--- src/rtl/psel_gen_sync_pkg.sv ---
// Shared constants for the multi-grant priority selector.
// Rows alternate between MSB-first and LSB-first picks.
package psel_gen_sync_pkg;

    localparam bit DIR_MSB = 1'b0;
    localparam bit DIR_LSB = 1'b1;

    function automatic bit row_dir(input int k);
        return (k % 2 == 1) ? DIR_LSB : DIR_MSB;
    endfunction

endpackage

--- src/rtl/psel_gen_sync_onehot_prio_enc.sv ---
// One-hot priority pick of a single set bit.
// DIR selects whether the highest or lowest index wins.
module onehot_prio_enc
    import psel_gen_sync_pkg::*;
#(
    parameter int WIDTH = 16,
    parameter bit DIR   = DIR_MSB
) (
    input  logic [WIDTH-1:0] req,
    output logic [WIDTH-1:0] gnt
);

    // Later loop iterations overwrite earlier ones, so the scan
    // order decides which end wins.
    always_comb begin
        gnt = '0;
        if (DIR == DIR_MSB) begin
            for (int i = 0; i < WIDTH; i++) begin
                if (req[i]) begin
                    gnt    = '0;
                    gnt[i] = 1'b1;
                end
            end
        end else begin
            for (int i = WIDTH - 1; i >= 0; i--) begin
                if (req[i]) begin
                    gnt    = '0;
                    gnt[i] = 1'b1;
                end
            end
        end
    end

endmodule

--- src/rtl/psel_gen_sync.sv ---
// Multi-grant selector: up to REQS grants, alternating ends,
// with a registered copy of the merged grant.
module psel_gen_sync
    import psel_gen_sync_pkg::*;
#(
    parameter int WIDTH = 16,
    parameter int REQS  = 1
) (
    input  logic                  clock,
    input  logic                  reset,
    input  logic [WIDTH-1:0]      req,
    output logic [WIDTH-1:0]      gnt,
    output logic [REQS*WIDTH-1:0] gnt_bus,
    output logic                  empty,
    output logic [WIDTH-1:0]      gnt_q
);

    // taken[k] holds every bit granted by rows 0..k-1
    logic [WIDTH-1:0] taken [REQS+1];
    logic [WIDTH-1:0] avail [REQS];

    assign taken[0] = '0;

    for (genvar k = 0; k < REQS; k++) begin : g_row
        assign avail[k] = req & ~taken[k];

        onehot_prio_enc #(
            .WIDTH (WIDTH),
            .DIR   (row_dir(k))
        ) u_enc (
            .req (avail[k]),
            .gnt (gnt_bus[k*WIDTH +: WIDTH])
        );

        assign taken[k+1] = taken[k] | gnt_bus[k*WIDTH +: WIDTH];
    end

    assign gnt   = taken[REQS];
    assign empty = ~|req;

    always_ff @(posedge clock or negedge reset) begin
        if (!reset) begin
            gnt_q <= '0;
        end else begin
            gnt_q <= gnt;
        end
    end

endmodule

--- config.mk ---
export PLATFORM = sky130hd
export DESIGN_NAME = psel_gen_sync
export DESIGN_NICKNAME = d
export VERILOG_FILES = /design/src/rtl/psel_gen_sync_pkg.sv /design/src/rtl/psel_gen_sync_onehot_prio_enc.sv /design/src/rtl/psel_gen_sync.sv
export SDC_FILE = /design/constraint.sdc
export NUM_CORES = 1
export LEC_CHECK = 0
export CAP_MARGIN = 40
export CORE_ASPECT_RATIO = 0.75
export CORE_MARGIN = 8
export CORE_UTILIZATION = 27
export CTS_CLUSTER_DIAMETER = 40
export DETAILED_ROUTE_END_ITERATION = 6
export PLACE_DENSITY_LB_ADDON = 0.08
export SLEW_MARGIN = 20
export SYNTH_ARGS = -nofsm -noshare
export SYNTH_HDL_FRONTEND = slang
export SYNTH_SLANG_ARGS = --single-unit
export TNS_END_PERCENT = 50
--- constraint.sdc ---
create_clock -name clock -period 3 [get_ports clock]
set_clock_uncertainty 0.05 [all_clocks]
set_input_delay 0.9 -clock clock [delete_from_list [all_inputs] [get_ports clock]]
set_output_delay 0.9 -clock clock [all_outputs]
set_load 0.03 [all_outputs]
### Word-level counts from Yosys, hierarchy flattened

Index checks and enable logic that the tools add are counted.

* register bits after elaboration: 16
* word-level logic and storage cells: 19
* input bits: 18

* reduce and logical (&&, ||, !) cells: 2
* multiplexer cells: 16

Operators with widths (number)
* two-way mux 16 bit: 1
* OR reduction 16 bit: 1
* two-way mux 15 bit: 1
* two-way mux 14 bit: 1
* two-way mux 13 bit: 1
* two-way mux 12 bit: 1
* two-way mux 11 bit: 1
* two-way mux 10 bit: 1
* two-way mux 9 bit: 1
* two-way mux 8 bit: 1
* two-way mux 7 bit: 1
* two-way mux 6 bit: 1
* two-way mux 5 bit: 1
* two-way mux 4 bit: 1
* two-way mux 3 bit: 1
* two-way mux 2 bit: 1
* logical NOT 1 bit: 1
* two-way mux 1 bit: 1

### Logic depth before layout (Yosys ltp)

Gate-level depths: netlist (run 1).

* word-level depth: 16
* mapped depth: 4
* depth with buffers taken out: 2

### By module

A second synthesis (run 1) with hierarchy kept.

* cells, all modules: 68
* area total of the unflattened synthesis: 764.5 um^2

Modules (own cells, without submodules)
* psel_gen_sync: sequential area each 400.4 um^2, area an instance 554.3 um^2, times used 1, cells each 37
* onehot_prio_enc: sequential area each 0.0 um^2, area an instance 210.2 um^2, times used 1, cells each 31

### Least setup slack after synthesis (run 1)

No wires, ideal clock.

* path type: input-to-output
* from: in req[8]
* to: out gnt_bus[6]
* arrival: 3.054 ns
* stages on the path: 4
* data required time: 2.050 ns
* slack: -1.004 ns
* cell sequence: or4_1 > buf_2 > nor4b_1 > buf_4

* word-level cells in the longest chain between the ends: 8

RTL lines
* start: declaration: line psel_gen_sync.sv:11 `input logic [WIDTH-1:0] req,`
* two-way mux 9 bit: line psel_gen_sync_onehot_prio_enc.sv:19 `if (req[i]) begin`
* two-way mux 10 bit: line psel_gen_sync_onehot_prio_enc.sv:19
* two-way mux 11 bit: line psel_gen_sync_onehot_prio_enc.sv:19
* two-way mux 12 bit: line psel_gen_sync_onehot_prio_enc.sv:19
* two-way mux 13 bit: line psel_gen_sync_onehot_prio_enc.sv:19
* two-way mux 14 bit: line psel_gen_sync_onehot_prio_enc.sv:19
* two-way mux 15 bit: line psel_gen_sync_onehot_prio_enc.sv:19
* two-way mux 16 bit: line psel_gen_sync_onehot_prio_enc.sv:19
* end: declaration: line psel_gen_sync.sv:13 `output logic [REQS*WIDTH-1:0] gnt_bus,`

No other way between the ends.

### Final worst setup path (run 1)

* from: in req[11]
* to: out gnt_bus[2]

* word-level cells in the longest chain between the ends: 5

RTL lines (line)
* two-way mux 12 bit: psel_gen_sync_onehot_prio_enc.sv:19
* two-way mux 13 bit: psel_gen_sync_onehot_prio_enc.sv:19
* two-way mux 14 bit: psel_gen_sync_onehot_prio_enc.sv:19
* two-way mux 15 bit: psel_gen_sync_onehot_prio_enc.sv:19
* two-way mux 16 bit: psel_gen_sync_onehot_prio_enc.sv:19

No other way between the ends.

==> run metrics, run 1 <==
result of the run=finished, violations left; violated checks=setup timing; final weighted congestion in routability-driven placement=0.634; die boundary width=76.9 microns; category of the worst setup path launch point=primary input; CTS root buf=clkbuf_8; floorplan die height=61.7 microns; Slowest cell on crit path=or4_4; total of max-cap violations=0; peak supply drop=0.252 mV; CP Cell Sequence=buf_8, buf_6, or4_4, nor4_4, buf_4; final standard cell utilization of the core=66.7%; total vias in the final route=780; row count=16; Pint=roughly 390 uW; GRT Total Usage=between 10% and 20%; leading area contributor after synthesis=dfrtp_1; flip-flop count of the largest register after layout=16; CTS Sinks=16; CTS tree=done; Die Area=4740 sq um; fraction of final layout cells sized beyond drive strength 1=a little under three quarters; detailed-route vias per instance=between 4 and 5; ANT nets after route=0; cts bufs inserted=3; switching share of power=between 20% and 30%; worst slack after detailed placement=-0.612 ns; synthesis-to-layout area growth=133%; initial antenna violation count=0; final worst-path setup slack=-0.210 ns; largest net degree at the start of global routing=17; static leakage=0.000890 uW; # H-tree levels=1; proportion of power drawn by combinational gates=roughly a fifth; sum of routed wire length over all layers=2.78 mm; final-report max-slew violation count=0; Worst Path Max Fanout=6; final hold violation count=0; remaining design rule violation count=0; vias in the first global route=about 900; average cell area after synthesis=between 10 and 15 sq um; power density normalized to cell area=300 nW/um^2; number of iterations in the first detailed-routing pass=4; diode count=0; flops & latches, synth=16; wire length of the first global-routing pass=4.37 mm; number of nets in the final layout=163; actual slew at the worst max-slew pin=0.334 ns; Crit Path Class=in -> out; sequential area share after synthesis=53.3%; core region area=2620 sq um; delay of the slowest critical-path stage=a little over 0.6 ns; DRC violation total after the first TritonRoute iteration=9; Starting Density=28.6%; area share of the largest cell type after synthesis=53.3%; cells taking the most area after synthesis=dfrtp_1 (53%), buf_4 (17%), nor4_1 (5.0%); post-layout minimum cycle time=between 3 and 4 ns; setup repair after global routing missed its margin=yes; number of distinct library cell variants in the gate-level netlist after synthesis=16; number of primary I/O pins=67; detailed-placement wirelength estimate=2.11 mm; count of input and output buffers=66; number of nets in the synthesized netlist=83; clock share of power=36.9%; clock slew at reported path FFs=0.07 ns; critical path data arrival time=between 2 and 2.5 ns; Cell Area, Synth=751 sq um; endpoint class of the critical path=primary output; classification of the worst-slack hold path=in -> reg; required time of the critical path=2.05 ns; YS warnings=0; register share of total power=41.7%; Synth Instances=65; count of final setup violators=23; aggregate global routing overflow=0; net switching component of the power=136 uW; registers with the most flip-flops=gnt_q (16); highest achievable clock rate=about 0.31 GHz; largest reg by FF count=gnt_q; Max-slew headroom=77.7%; crit share post-route=107%; Post-CTS Hold Fix Bufs=0; number of buffers on the longest clock path=2; average wire per cell in the routed design=around 15 microns; filler cell count=about 220
synthesized netlist by cell type:
cell,number
or3b_2,2
buf_2,1
or4_4,1
nor4b_1,3
nor2_1,1
inv_1,3
buf_4,17
nor4_1,6
or4b_2,2
dfrtp_1,16
nand2b_1,2
or4_1,4
buf_6,1
nor3b_1,2
nor3_1,3
nor2b_1,1
timing repair:
| action | 4_1_cts | 5_1_grt |
|---|---|---|
| pin swaps | 12 | 6 |
| hold endpoints to repair | 0 | 0 |
| buffers inserted | 7 | 1 |
| endpoints found under the setup margin | 29 | 23 |
| gates resized for setup | 76 | 11 |
| gates cloned | 1 | 0 |
power groups by stage:
| stage | sequential [uW] | combinational [uW] | clock [uW] |
|---|---|---|---|
| after CTS | 219 | 111 | 199 |
| after global routing | 219 | 120 | 205 |
| after global placement | 223 | 104 | 0 |
| after detailed placement | 223 | 105 | 0 |
| final | 219 | 112 | 194 |
| after floorplan | 229 | 39.2 | 0 |
path summary, 6_finish.rpt:
check                         from          to  slack (ns)  cells after the start
setup / recovery           req[11]  gnt_bus[2]       -0.21                      5
hold / removal             req[13]   gnt_q[12]        0.82                      2
max in group asynchronous    reset   gnt_q[13]        1.66                      2
min in group asynchronous    reset    gnt_q[1]        0.86                      1
logic make-up (layout without fill, tap and decap cells):
kind of cell / after synthesis / after routing / share of synthesized area (%)
buffers and inverters: 22 / 100 / 20.7
DFF: 16 / 16 / 53.3
and+or+nand+nor: 27 / 28 / 26.0
metal layers:
| layer | up-vias | GRT usage (%) | part of all wire, % |
|---|---|---|---|
| li1 | 380 | - | - |
| met1 | 362 | 11.8 | 40 |
| met2 | 32 | 21.5 | 50 |
| met3 | 6 | 6.27 | 8.6 |
| met4 | 0 | 3.27 | 1.2 |
| met5 | - | 0 | 0 |
per-stage QoR:
step	power (uW)	instances	setup TNS, ns	hold slack (ns)	instance area, sq um
2_1_floorplan	268	65	-4.13	0.554	947
3_3_place_gp	327	166	-13.21	1.34	1540
3_5_place_dp	328	166	-13.85	1.35	1540
4_1_cts	529	178	-3.60	0.827	1720
5_1_grt	544	180	-4.13	0.828	1750
6_report	525	180	-3.17	0.825	1750
layout by cell type, fill, tap and decap left out, drive strengths merged:
cell type      count
nor2               1
buf               70
inv                3
clkdlybuf4s15      1
nand2b             2
dlygate4sd2        1
nor3b              2
or4                6
nor2b              1
dfrtp             16
clkdlybuf4s50     17
nor3               3
clkbuf             8
nor4               6
or3b               2
or4b               2
nor4b              3
area by class of cell:
cell class | instances | area [sq um] | area share, %
Sequential cell | 16 | 400 | 22.9
Tap cell | 36 | 45.0 | 2.58
Clock buffer | 4 | 55.1 | 3.15
Timing Repair Buffer | 93 | 832 | 47.6
Inverter | 3 | 11.3 | 0.644
Multi-Input combinational cell | 28 | 405 | 23.2
worst max-delay path, delay by kind of cell:
family                 cells  cell delay (ns)
buffers and inverters      3             0.42
and+or+nand+nor            2             0.93
No activity file was read; power rests on OpenSTA's default activity.
==> run 2, diff against run 1 <==
MAX_ROUTING_LAYER = met4   (was default)
==> run 2 against run 1 <==
Net effect:
- the run still ends with setup timing left
- first-iteration DRC count is 56% higher
- via count is 0.13% lower
- highest routed layer unchanged
- cell area stayed put
- sequential share of layout area stayed put
- global-route usage is 0.35 points higher
- power hardly changed
- non-clock buffer count stayed put
- combinational power hardly changed
- sequential power hardly changed
- die area stayed put
- sequential cell count stayed put
==> run metrics, run 2 (synthesis results as in run 1) <==
peak supply drop=0.252 mV (about the same); floorplan die height=61.7 microns (unchanged); Worst Hold Path Cells=2 (unchanged); CTS Sinks=16 (unchanged); highest achievable clock rate=0.310 GHz (was 0.311 GHz); largest reg by FF count=gnt_q (unchanged); total of max-cap violations=0 (unchanged); count of final setup violators=23 (unchanged); design area=1750 sq um (unchanged); row count=16 (unchanged); Most Used Layer, Global Route=met2 (unchanged); GRT Total Usage=12.2% (was 11.8%); detailed-placement wirelength estimate=2.11 mm (unchanged); worst setup path startpoint=req[11] (unchanged); post-layout minimum cycle time=3.22 ns (was 3.21 ns); critical path data arrival time=2.27 ns (was 2.26 ns); Slowest cell on crit path=or4_4 (unchanged); result of the run=finished, violations left (unchanged); endpoint class of the critical path=primary output (unchanged); GR Layer Usage met3=5.39% (was 6.27%); initial antenna violation count=0 (unchanged); Hold EP=gnt_q[12] (unchanged); required time of the critical path=2.05 ns (about the same); placed cell count=166 (unchanged); actual slew at the worst max-slew pin=0.334 ns (unchanged); CTS tree=done (unchanged); final weighted congestion in routability-driven placement=0.639 (was 0.634); # H-tree levels=1 (unchanged); largest net degree at the start of global routing=17 (unchanged); registers with the most flip-flops=gnt_q (16) (unchanged); most frequent cells in the layout=buf_4 (40), buf_6 (22), clkdlybuf4s50_1 (17), dfrtp_1 (16) (unchanged); CTS root buf=clkbuf_8 (unchanged); CP Cell Sequence=buf_8, buf_6, or4_4, nor4_4, buf_4 (unchanged); violated checks=setup timing (unchanged); total vias in the final route=779 (was 780); number of nets in the final layout=163 (unchanged); synthesis-to-layout area growth=133% (unchanged); global-route track usage on met1=12.5% (was 11.8%); ANT nets after route=0 (unchanged); Worst Path Max Fanout=6 (unchanged); flip-flop count of the largest register after layout=16 (unchanged); diode count=0 (unchanged); cts bufs inserted=3 (unchanged); Die Area=4740 sq um (unchanged); delay of the slowest critical-path stage=0.62 ns (was 0.61 ns); number of buffers on the longest clock path=2 (unchanged); routing usage on met2=21.2% (was 21.5%); final standard cell utilization of the core=66.7% (unchanged); static leakage=0.000890 uW (unchanged); final-report max-slew violation count=0 (unchanged); total placed instance area=1540 sq um (unchanged); Top delay family on crit path=simple AND/OR/NAND/NOR gates (unchanged); die boundary width=76.9 microns (unchanged); Crit Path Class=in -> out (unchanged); detailed-route vias per instance=4.33 (about the same); worst hold slack after final layout=0.826 ns (was 0.825 ns); category of the worst setup path launch point=primary input (unchanged); clock slew at reported path FFs=0.07 ns (about the same); final hold violation count=0 (unchanged); setup repair after global routing missed its margin=yes (unchanged); core region area=2620 sq um (unchanged); final worst-path setup slack=-0.221 ns (was -0.210 ns); Max-slew headroom=77.7% (unchanged); most common cell after layout, fill and taps aside=buf_4 (unchanged); fraction of final layout cells sized beyond drive strength 1=70.8% (unchanged); aggregate global routing overflow=0 (unchanged); classification of the worst-slack hold path=in -> reg (unchanged); vias in the first global route=883 (was 882); average wire per cell in the routed design=15.5 microns (about the same); crit share post-route=107% (about the same); number of iterations in the first detailed-routing pass=4 (unchanged); startpoint of the tightest hold check path=req[13] (unchanged); Starting Density=28.6% (unchanged); number of primary I/O pins=67 (unchanged); DRC violation total after the first TritonRoute iteration=14 (was 9); TNS Setup=-3.20 ns (was -3.17 ns); buffer and inverter count on the worst path=3 (unchanged); count of input and output buffers=66 (unchanged); sum of routed wire length over all layers=2.79 mm (was 2.78 mm); wire length of the first global-routing pass=4.38 mm (was 4.37 mm); remaining design rule violation count=0 (unchanged); power density normalized to cell area=300 nW/um^2 (about the same); Post-Layout Cell Count=180 (unchanged)
-- run 2: cell counts in the layout (fill, tap and decap cells not counted) --
Identical to the previous run, type by type.
-- run 2: repair_timing --
action / CTS / global route
buffers inserted: 7 / 1
pin swaps: 12 / 6
hold buffers: 0 / 0
cloned: 1 / 0
endpoints found under the setup margin: 29 / 23
resized for setup: 76 / 11
-- run 2: cell type report --
class	instances	area, sq um
Sequential cell	16	400
Inverter	3	11.3
Tap cell	36	45.0
Fill cell	216	873
Multi-Input combinational cell	28	405
Clock buffer	4	55.1
Timing Repair Buffer	93	832
-- run 2: layer usage --
layer / routed length (microns) / vias to the layer above
met5: 0 / -
met4: 28 / 0
met3: 184 / 4
met2: 1410 / 32
met1: 1170 / 364
li1: - / 379
-- run 2: metrics by stage --
| step | setup WS (ns) | total power, uW |
|---|---|---|
| after floorplan | -0.372 | 268 |
| after global placement | -0.594 | 327 |
| after detailed placement | -0.612 | 328 |
| after CTS | -0.225 | 529 |
| after global routing | -0.255 | 544 |
| final | -0.221 | 525 |
-- run 2: worst max path at each step --
stage	endpoint	slack [ns]	depth (start not counted)
6_report	gnt_bus[2]	-0.22	5
3_3_place_gp	gnt_bus[0]	-0.59	4
3_5_place_dp	gnt[6]	-0.61	4
5_1_grt	gnt[3]	-0.26	5
2_1_floorplan	gnt_bus[11]	-0.37	4
4_1_cts	gnt_bus[3]	-0.23	5
-- run 2: power breakdown --
part | internal (uW) | total [uW] | switching, uW
sequential | 218 | 219 | 0.594
combinational | 54.5 | 113 | 58.1
clock | 116 | 193 | 76.9
total | 389 | 525 | 136
==> run 3, diff against run 2 <==
ABC_CLOCK_PERIOD_IN_PS = 3000   (was default)
==> results of run 3 <==
The final DEF is identical to that of run 2; final timing and power are the same.
